==> config.mk <==
export PLATFORM = sky130hd
export DESIGN_NAME = tlk2711_tx_sched_flat
export DESIGN_NICKNAME = d
export VERILOG_FILES = /design/src/rtl/tlk2711_tx_sched_if.sv /design/src/rtl/tlk2711_tx_sched.sv /design/src/flat_wrapper.sv
export SDC_FILE = /design/constraint.sdc
export NUM_CORES = 1
export LEC_CHECK = 0
export CAP_MARGIN = 40
export CELL_PAD_IN_SITES_DETAIL_PLACEMENT = 0
export CELL_PAD_IN_SITES_GLOBAL_PLACEMENT = 1
export CORE_AREA = 2 2 93 131
export CTS_CLUSTER_DIAMETER = 150
export DETAILED_ROUTE_END_ITERATION = 10
export DIE_AREA = 0 0 95 133
export PLACE_DENSITY = 0.72
export REMOVE_ABC_BUFFERS = 1
export SLEW_MARGIN = 15
export SYNTH_ARGS = -nofsm -noshare
export SYNTH_HDL_FRONTEND = slang
export SYNTH_SLANG_ARGS = --single-unit
==> constraint.sdc <==
create_clock -name clk -period 1.9 [get_ports clk]
set_input_delay 0.285 -clock clk [delete_from_list [all_inputs] [get_ports clk]]
set_output_delay 0.285 -clock clk [all_outputs]
set_load 0.01 [all_outputs]
==> src/rtl/tlk2711_tx_sched_if.sv <==
// Word stream from a user source into the TLK2711 transmit scheduler.
// The source drives valid/data/last; the scheduler drives ready.
interface tlk2711_tx_sched_if;
    logic        valid;
    logic [15:0] data;
    logic        last;
    logic        ready;

    modport master (output valid, output data, output last, input ready);
    modport slave  (input valid, input data, input last, output ready);
endinterface

==> src/rtl/tlk2711_tx_sched.sv <==
// TLK2711 lane transmit scheduler: power-up/lock/sync sequencing, then round-robin framing of
// two word streams as SOF / header / payload / EOF with K-character flags.
module tlk2711_tx_sched #(
    parameter int unsigned LOCK_CYCLES = 1024,
    parameter int unsigned SYNC_WORDS  = 64,
    parameter int unsigned IFG_WORDS   = 4,
    parameter int unsigned MAX_WORDS   = 1024
) (
    input  logic                       clk,
    input  logic                       rst,
    input  logic [2:0]                 i_mode,
    input  logic                       i_stop,
    output logic                       o_stop_ack,
    tlk2711_tx_sched_if.slave          s0,
    tlk2711_tx_sched_if.slave          s1,
    output logic [15:0]                o_txd,
    output logic                       o_tkmsb,
    output logic                       o_tklsb,
    output logic                       o_enable,
    output logic                       o_lckrefn,
    output logic                       o_loopen,
    output logic                       o_prbsen,
    output logic                       o_testen,
    output logic                       o_link_up,
    output logic                       o_trunc
);
    localparam logic [15:0] WordIdle = 16'hC5BC;
    localparam logic [15:0] WordSof  = 16'h50FB;
    localparam logic [15:0] WordEof  = 16'h50FD;

    typedef enum logic [3:0] {
        StPwr, StLock, StSync, StIdle, StSof, StHdr, StData, StEof, StGap, StDrain, StStopped
    } state_e;

    state_e      state_q, state_d;
    logic [31:0] cnt_q, cnt_d;
    logic        ch_q, ch_d;
    logic        rr_q, rr_d;
    logic        pend_q, pend_d;
    logic [7:0]  seq0_q, seq0_d, seq1_q, seq1_d;
    logic [15:0] txd_q, txd_d;
    logic        tkmsb_q, tkmsb_d, tklsb_q, tklsb_d;
    logic        enable_q, enable_d, lckrefn_q, lckrefn_d;
    logic        loopen_q, loopen_d, prbsen_q, prbsen_d;
    logic        link_up_q, link_up_d, stop_ack_q, stop_ack_d, trunc_q, trunc_d;

    logic        busy, hs, hs_last;
    logic [15:0] hs_data;
    logic [7:0]  cur_seq;

    assign busy     = (state_q == StData) || (state_q == StDrain);
    assign s0.ready = busy && !ch_q;
    assign s1.ready = busy && ch_q;
    assign hs       = busy && (ch_q ? s1.valid : s0.valid);
    assign hs_data  = ch_q ? s1.data : s0.data;
    assign hs_last  = ch_q ? s1.last : s0.last;
    assign cur_seq  = ch_q ? seq1_q : seq0_q;

    always_comb begin
        state_d   = state_q;
        cnt_d     = cnt_q;
        ch_d      = ch_q;
        rr_d      = rr_q;
        pend_d    = pend_q;
        seq0_d    = seq0_q;
        seq1_d    = seq1_q;
        txd_d     = WordIdle;
        tkmsb_d   = 1'b0;
        tklsb_d   = 1'b1;
        enable_d  = enable_q;
        lckrefn_d = lckrefn_q;
        loopen_d  = loopen_q;
        prbsen_d  = prbsen_q;
        link_up_d = link_up_q;
        trunc_d   = 1'b0;
        unique case (state_q)
            StPwr: begin
                enable_d = 1'b1;
                state_d  = StLock;
            end
            StLock: begin
                lckrefn_d = 1'b1;
                if (cnt_q == LOCK_CYCLES - 1) begin
                    cnt_d   = '0;
                    state_d = StSync;
                end else begin
                    cnt_d = cnt_q + 32'd1;
                end
            end
            StSync: begin
                if (cnt_q == SYNC_WORDS - 1) begin
                    cnt_d   = '0;
                    state_d = StIdle;
                end else begin
                    cnt_d = cnt_q + 32'd1;
                end
            end
            StIdle: begin
                link_up_d = 1'b1;
                loopen_d  = (i_mode == 3'd1);
                prbsen_d  = (i_mode == 3'd2);
                if (i_stop) begin
                    state_d = StStopped;
                end else if ((i_mode != 3'd2) && (s0.valid || s1.valid)) begin
                    // Contention goes to the round-robin pointer; a lone requester always wins.
                    ch_d    = (s0.valid && s1.valid) ? rr_q : s1.valid;
                    state_d = StSof;
                end
            end
            StSof: begin
                txd_d   = WordSof;
                state_d = StHdr;
            end
            StHdr: begin
                txd_d   = {cur_seq, 7'b0, ch_q};
                tklsb_d = 1'b0;
                cnt_d   = '0;
                state_d = StData;
            end
            StData: begin
                if (hs) begin
                    txd_d   = hs_data;
                    tklsb_d = 1'b0;
                    cnt_d   = cnt_q + 32'd1;
                    if (hs_last || (cnt_q == MAX_WORDS - 1)) begin
                        pend_d  = !hs_last;
                        state_d = StEof;
                    end
                end
            end
            StEof: begin
                txd_d   = WordEof;
                trunc_d = pend_q;
                if (ch_q) seq1_d = seq1_q + 8'd1;
                else      seq0_d = seq0_q + 8'd1;
                rr_d    = ~ch_q;
                cnt_d   = '0;
                state_d = StGap;
            end
            StGap: begin
                if (cnt_q == IFG_WORDS - 1) begin
                    cnt_d   = '0;
                    state_d = pend_q ? StDrain : StIdle;
                end else begin
                    cnt_d = cnt_q + 32'd1;
                end
            end
            StDrain: begin
                // Discard the rest of a truncated frame; nothing reaches the wire.
                if (hs && hs_last) begin
                    pend_d  = 1'b0;
                    state_d = StIdle;
                end
            end
            StStopped: begin
                loopen_d = (i_mode == 3'd1);
                prbsen_d = (i_mode == 3'd2);
                if (!i_stop) state_d = StIdle;
            end
            default: state_d = StPwr;
        endcase
        stop_ack_d = (state_d == StStopped);
    end

    always_ff @(posedge clk) begin
        if (rst) begin
            state_q    <= StPwr;
            cnt_q      <= '0;
            ch_q       <= 1'b0;
            rr_q       <= 1'b0;
            pend_q     <= 1'b0;
            seq0_q     <= '0;
            seq1_q     <= '0;
            txd_q      <= WordIdle;
            tkmsb_q    <= 1'b0;
            tklsb_q    <= 1'b1;
            enable_q   <= 1'b0;
            lckrefn_q  <= 1'b0;
            loopen_q   <= 1'b0;
            prbsen_q   <= 1'b0;
            link_up_q  <= 1'b0;
            stop_ack_q <= 1'b0;
            trunc_q    <= 1'b0;
        end else begin
            state_q    <= state_d;
            cnt_q      <= cnt_d;
            ch_q       <= ch_d;
            rr_q       <= rr_d;
            pend_q     <= pend_d;
            seq0_q     <= seq0_d;
            seq1_q     <= seq1_d;
            txd_q      <= txd_d;
            tkmsb_q    <= tkmsb_d;
            tklsb_q    <= tklsb_d;
            enable_q   <= enable_d;
            lckrefn_q  <= lckrefn_d;
            loopen_q   <= loopen_d;
            prbsen_q   <= prbsen_d;
            link_up_q  <= link_up_d;
            stop_ack_q <= stop_ack_d;
            trunc_q    <= trunc_d;
        end
    end

    assign o_txd      = txd_q;
    assign o_tkmsb    = tkmsb_q;
    assign o_tklsb    = tklsb_q;
    assign o_enable   = enable_q;
    assign o_lckrefn  = lckrefn_q;
    assign o_loopen   = loopen_q;
    assign o_prbsen   = prbsen_q;
    assign o_testen   = 1'b0;
    assign o_link_up  = link_up_q;
    assign o_stop_ack = stop_ack_q;
    assign o_trunc    = trunc_q;
endmodule

==> src/flat_wrapper.sv <==
// flat-port wrapper written by rule: the top's interface ports become plain ports
module tlk2711_tx_sched_flat 
#(
    parameter int unsigned LOCK_CYCLES = 1024,
    parameter int unsigned SYNC_WORDS  = 64,
    parameter int unsigned IFG_WORDS   = 4,
    parameter int unsigned MAX_WORDS   = 1024
)
  (clk, rst, i_mode, i_stop, o_stop_ack, o_txd, o_tkmsb, o_tklsb, o_enable, o_lckrefn, o_loopen, o_prbsen, o_testen, o_link_up, o_trunc, s0_valid, s0_data, s0_last, s0_ready, s1_valid, s1_data, s1_last, s1_ready);
  tlk2711_tx_sched_if s0_i ();
  tlk2711_tx_sched_if s1_i ();
  input  logic clk;
  input  logic rst;
  input  logic [2:0] i_mode;
  input  logic i_stop;
  output logic o_stop_ack;
  output logic [15:0] o_txd;
  output logic o_tkmsb;
  output logic o_tklsb;
  output logic o_enable;
  output logic o_lckrefn;
  output logic o_loopen;
  output logic o_prbsen;
  output logic o_testen;
  output logic o_link_up;
  output logic o_trunc;
  input wire logic [$bits(s0_i.valid)-1:0] s0_valid;
  input wire logic [$bits(s0_i.data)-1:0] s0_data;
  input wire logic [$bits(s0_i.last)-1:0] s0_last;
  output wire logic [$bits(s0_i.ready)-1:0] s0_ready;
  input wire logic [$bits(s1_i.valid)-1:0] s1_valid;
  input wire logic [$bits(s1_i.data)-1:0] s1_data;
  input wire logic [$bits(s1_i.last)-1:0] s1_last;
  output wire logic [$bits(s1_i.ready)-1:0] s1_ready;
  assign s0_i.valid = s0_valid;
  assign s0_i.data = s0_data;
  assign s0_i.last = s0_last;
  assign s0_ready = s0_i.ready;
  assign s1_i.valid = s1_valid;
  assign s1_i.data = s1_data;
  assign s1_i.last = s1_last;
  assign s1_ready = s1_i.ready;
  tlk2711_tx_sched #(.LOCK_CYCLES(LOCK_CYCLES), .SYNC_WORDS(SYNC_WORDS), .IFG_WORDS(IFG_WORDS), .MAX_WORDS(MAX_WORDS)) u_core (.clk(clk), .rst(rst), .i_mode(i_mode), .i_stop(i_stop), .o_stop_ack(o_stop_ack), .s0(s0_i), .s1(s1_i), .o_txd(o_txd), .o_tkmsb(o_tkmsb), .o_tklsb(o_tklsb), .o_enable(o_enable), .o_lckrefn(o_lckrefn), .o_loopen(o_loopen), .o_prbsen(o_prbsen), .o_testen(o_testen), .o_link_up(o_link_up), .o_trunc(o_trunc));
endmodule
==> results.yml <==
drt:
  ant_nets: 0
  first_iter_violations: 108
  drc: 0
  viasPerCell: 5.276
  routed_wl_mm: 11.36
  drt_first_pass_iters: 4
  vias: 3925
  wl_per_cell_um: 15.27
synthesis:
  yosysMostFrequentCell: "dfxtp_1"
  synth-adder-area-share: 0.009518
  yosys_register_bits: 79
  muxShareOfSynthArea: 0.06440
  yosysTopAreaCell: "dfxtp_1"
  yosys_warnings: 0
  synth-simple-area-share: 0.2468
  synthArstFlopShare: 0
  synth-seq-area-share: 0.4010
  synth.top_cell.area_share: 0.4010
  synth_area_leaders: "dfxtp_1, a21oi_1, mux2i_1, nor2_1, xor2_1"
  synth_edf_count: 0
  synth.avg_cell_area_um2: 8.481
  synth-xor-area-share: 0.04220
  synth_flop_cell: "dfxtp_1"
  synth_commonest_cells: "dfxtp_1, nor2_1, a21oi_1, nand2_1, mux2i_1"
  syn_inst: 465
  synth_top_family_by_area: "simple AND/OR/NAND/NOR gates"
  synth_cell_types: 59
  synth_compound_area_frac: 0.1970
  syn_area_mm2: 0.003944
layout:
  fillCellCount: 1100
  multi_input_area_mm2: 0.002351
  nets: 637
  drive_above_1_share: 0.2111
  register_area_mm2: 0.001592
  fin_area_mm2: 0.005768
  n_antenna_cell: 0
  area_delta_synth_final_pct: 46.26
clock_tree:
  clk_latency_ns: 0.35
  cts_sinks: 79
  clk_pin_slew_worst_paths_ns: 0.07
  cts_hold_buffers: 0
  htreeDepth: 3
  tritoncts: "done"
  cts_buffers: 9
  ctsRootBufferMaster: "clkbuf_16"
  clk_path_buf_depth: 2
floorplanning:
  die_h_um: 133
  core_area_mm2: 0.01158
  num_rows: 47
  start_util: 0.3404
  die_w_um: 95
  die-area_mm2: 0.01264
  pin_count: 70
global_route:
  antenna_found_initial: 0
  overflow: 0
  grt_util_all_layers: 0.1865
  first_global_vias: 3894
  grt_start_max_net_pins: 39
  grt_pass1_wl_mm: 18.64
power:
  cellPowerDensity_mw_per_mm2: 628.4
  leakage_nw: 2.002
  peakVddDrop_v: 0.0004338
worst_setup_path:
  crit_path_start_kind: "flop"
  path_class: "flop to flop"
  end_kind: "flop"
  crit_fanout: 3
  crit_required_ns: 2.12
  worstPathArrival_ns: 2.06
sta:
  setup_viol: 0
  clock_skew_ns: 0.008769
  report.final.slew_viol_count: 0
  fin_hold_ws_ns: 0.4689
  fmax_mhz: 543.4
  final-hold-violation-count: 0
  rsz0062_at_grt: "yes"
  fin_crit_sh: 0.9686
  period_minus_slack_ns: 1.840
place:
  place_area_mm2: 0.005258
  dp_hpwl_mm: 8.306
  finalWeightedCongestion: 0.8246
  port_buffers: 67
hold_path:
  hold_class: "flop to flop"
outcome:
  status: "completed"
job:
  max_cap_viol_count: 0
## registers in the layout (all words and copies together) (netlist names), 4 cells and up
signal and flops:
u_core.cnt_q 32, u_core.o_txd 16, u_core.seq0_q 8, u_core.seq1_q 8, u_core.state_q 4
## critical path, stage by stage, from the launching register on
cell      delay, ns
dfxtp_1        0.32
nor4_2         0.32
nand4_1        0.23
buf_4          0.21
nor4_4         0.24
buf_4          0.16
o21ai_1        0.07
a21boi_2       0.16
## where the power goes
group,internal (W),total [W],switching [W],leakage (nW)
Sequential,0.00167,0.00167,0.00000778,0.641
Clock,0.000937,0.00170,0.000764,0.133
Combinational,0.000151,0.000251,0.0000998,1.23
## layout make-up
| type | instances | area share |
|---|---|---|
| multi-input combinational | 351 | 0.4076 |
| sequential | 79 | 0.2759 |
| timing repair buffer | 142 | 0.2284 |
| clock buffer | 10 | 0.04143 |
| tap | 147 | 0.03189 |
| clock inverter | 6 | 0.008894 |
| inverter | 9 | 0.005857 |
## worst paths after layout
| kind | startpoint | slack (ns) | depth (start not counted) | end |
|---|---|---|---|---|
| worst max register to register | u_core.cnt_q[27] | 0.06 | 7 | u_core.o_stop_ack |
| worst max-delay path | u_core.cnt_q[27] | 0.06 | 7 | u_core.o_stop_ack |
| worst min register to register | u_core.o_loopen | 0.47 | 2 | u_core.o_loopen |
| worst min-delay path | u_core.o_loopen | 0.47 | 2 | u_core.o_loopen |
## per-stage QoR
stage	cells	utilization	setup WS [ns]	setup TNS, ns	power (W)
6_report	744	0.4979	0.05967	0	0.003625
5_1_grt	744	0.4979	-0.03247	-0.07687	0.003735
4_1_cts	740	0.4843	0.004130	0	0.003641
3_5_place_dp	724	0.4538	-0.4271	-9.324	0.001932
3_3_place_gp	724	0.4538	-0.3746	-7.712	0.001929
2_1_floorplan	439	-	-1.077	-35.95	0.001774
## what timing repair did
| action | 4_1_cts | 5_1_grt |
|---|---|---|
| endpoints found under the setup margin | 38 | 40 |
| gates cloned | 0 | 2 |
| pin swaps | 2 | 5 |
| setup buffers | 0 | 2 |
| gates resized for setup | 17 | 21 |
## logic make-up after synthesis
kind of cell | after synthesis
compound gates | 122
flops | 79
xor+xnor | 19
buf+inv | 36
other cells | 1
simple gates | 180
mux | 25
fa+ha+maj | 3
## layout by cell type (no fill, tap or decap), types with 12 or more instances in the layout
cell type and instances:
a21oi_1 44, buf_4 65, clkdlybuf4s50_1 65, dfxtp_1 71, mux2i_1 21, nand2_1 25
nand3_1 14, nor2_1 45, o21ai_0 18, o21ai_1 12, or3_1 15, or4_1 13
xor2_1 14
## routing by layer
metal	up-vias	GRT usage	part of all wire
met3	18	0.02335	0.018
met2	55	0.3333	0.55
met5	-	0	0
met4	0	0.08937	0.025
met1	1890	0.2145	0.41
li1	1962	-	-
No activity file was read; power rests on OpenSTA's default activity.
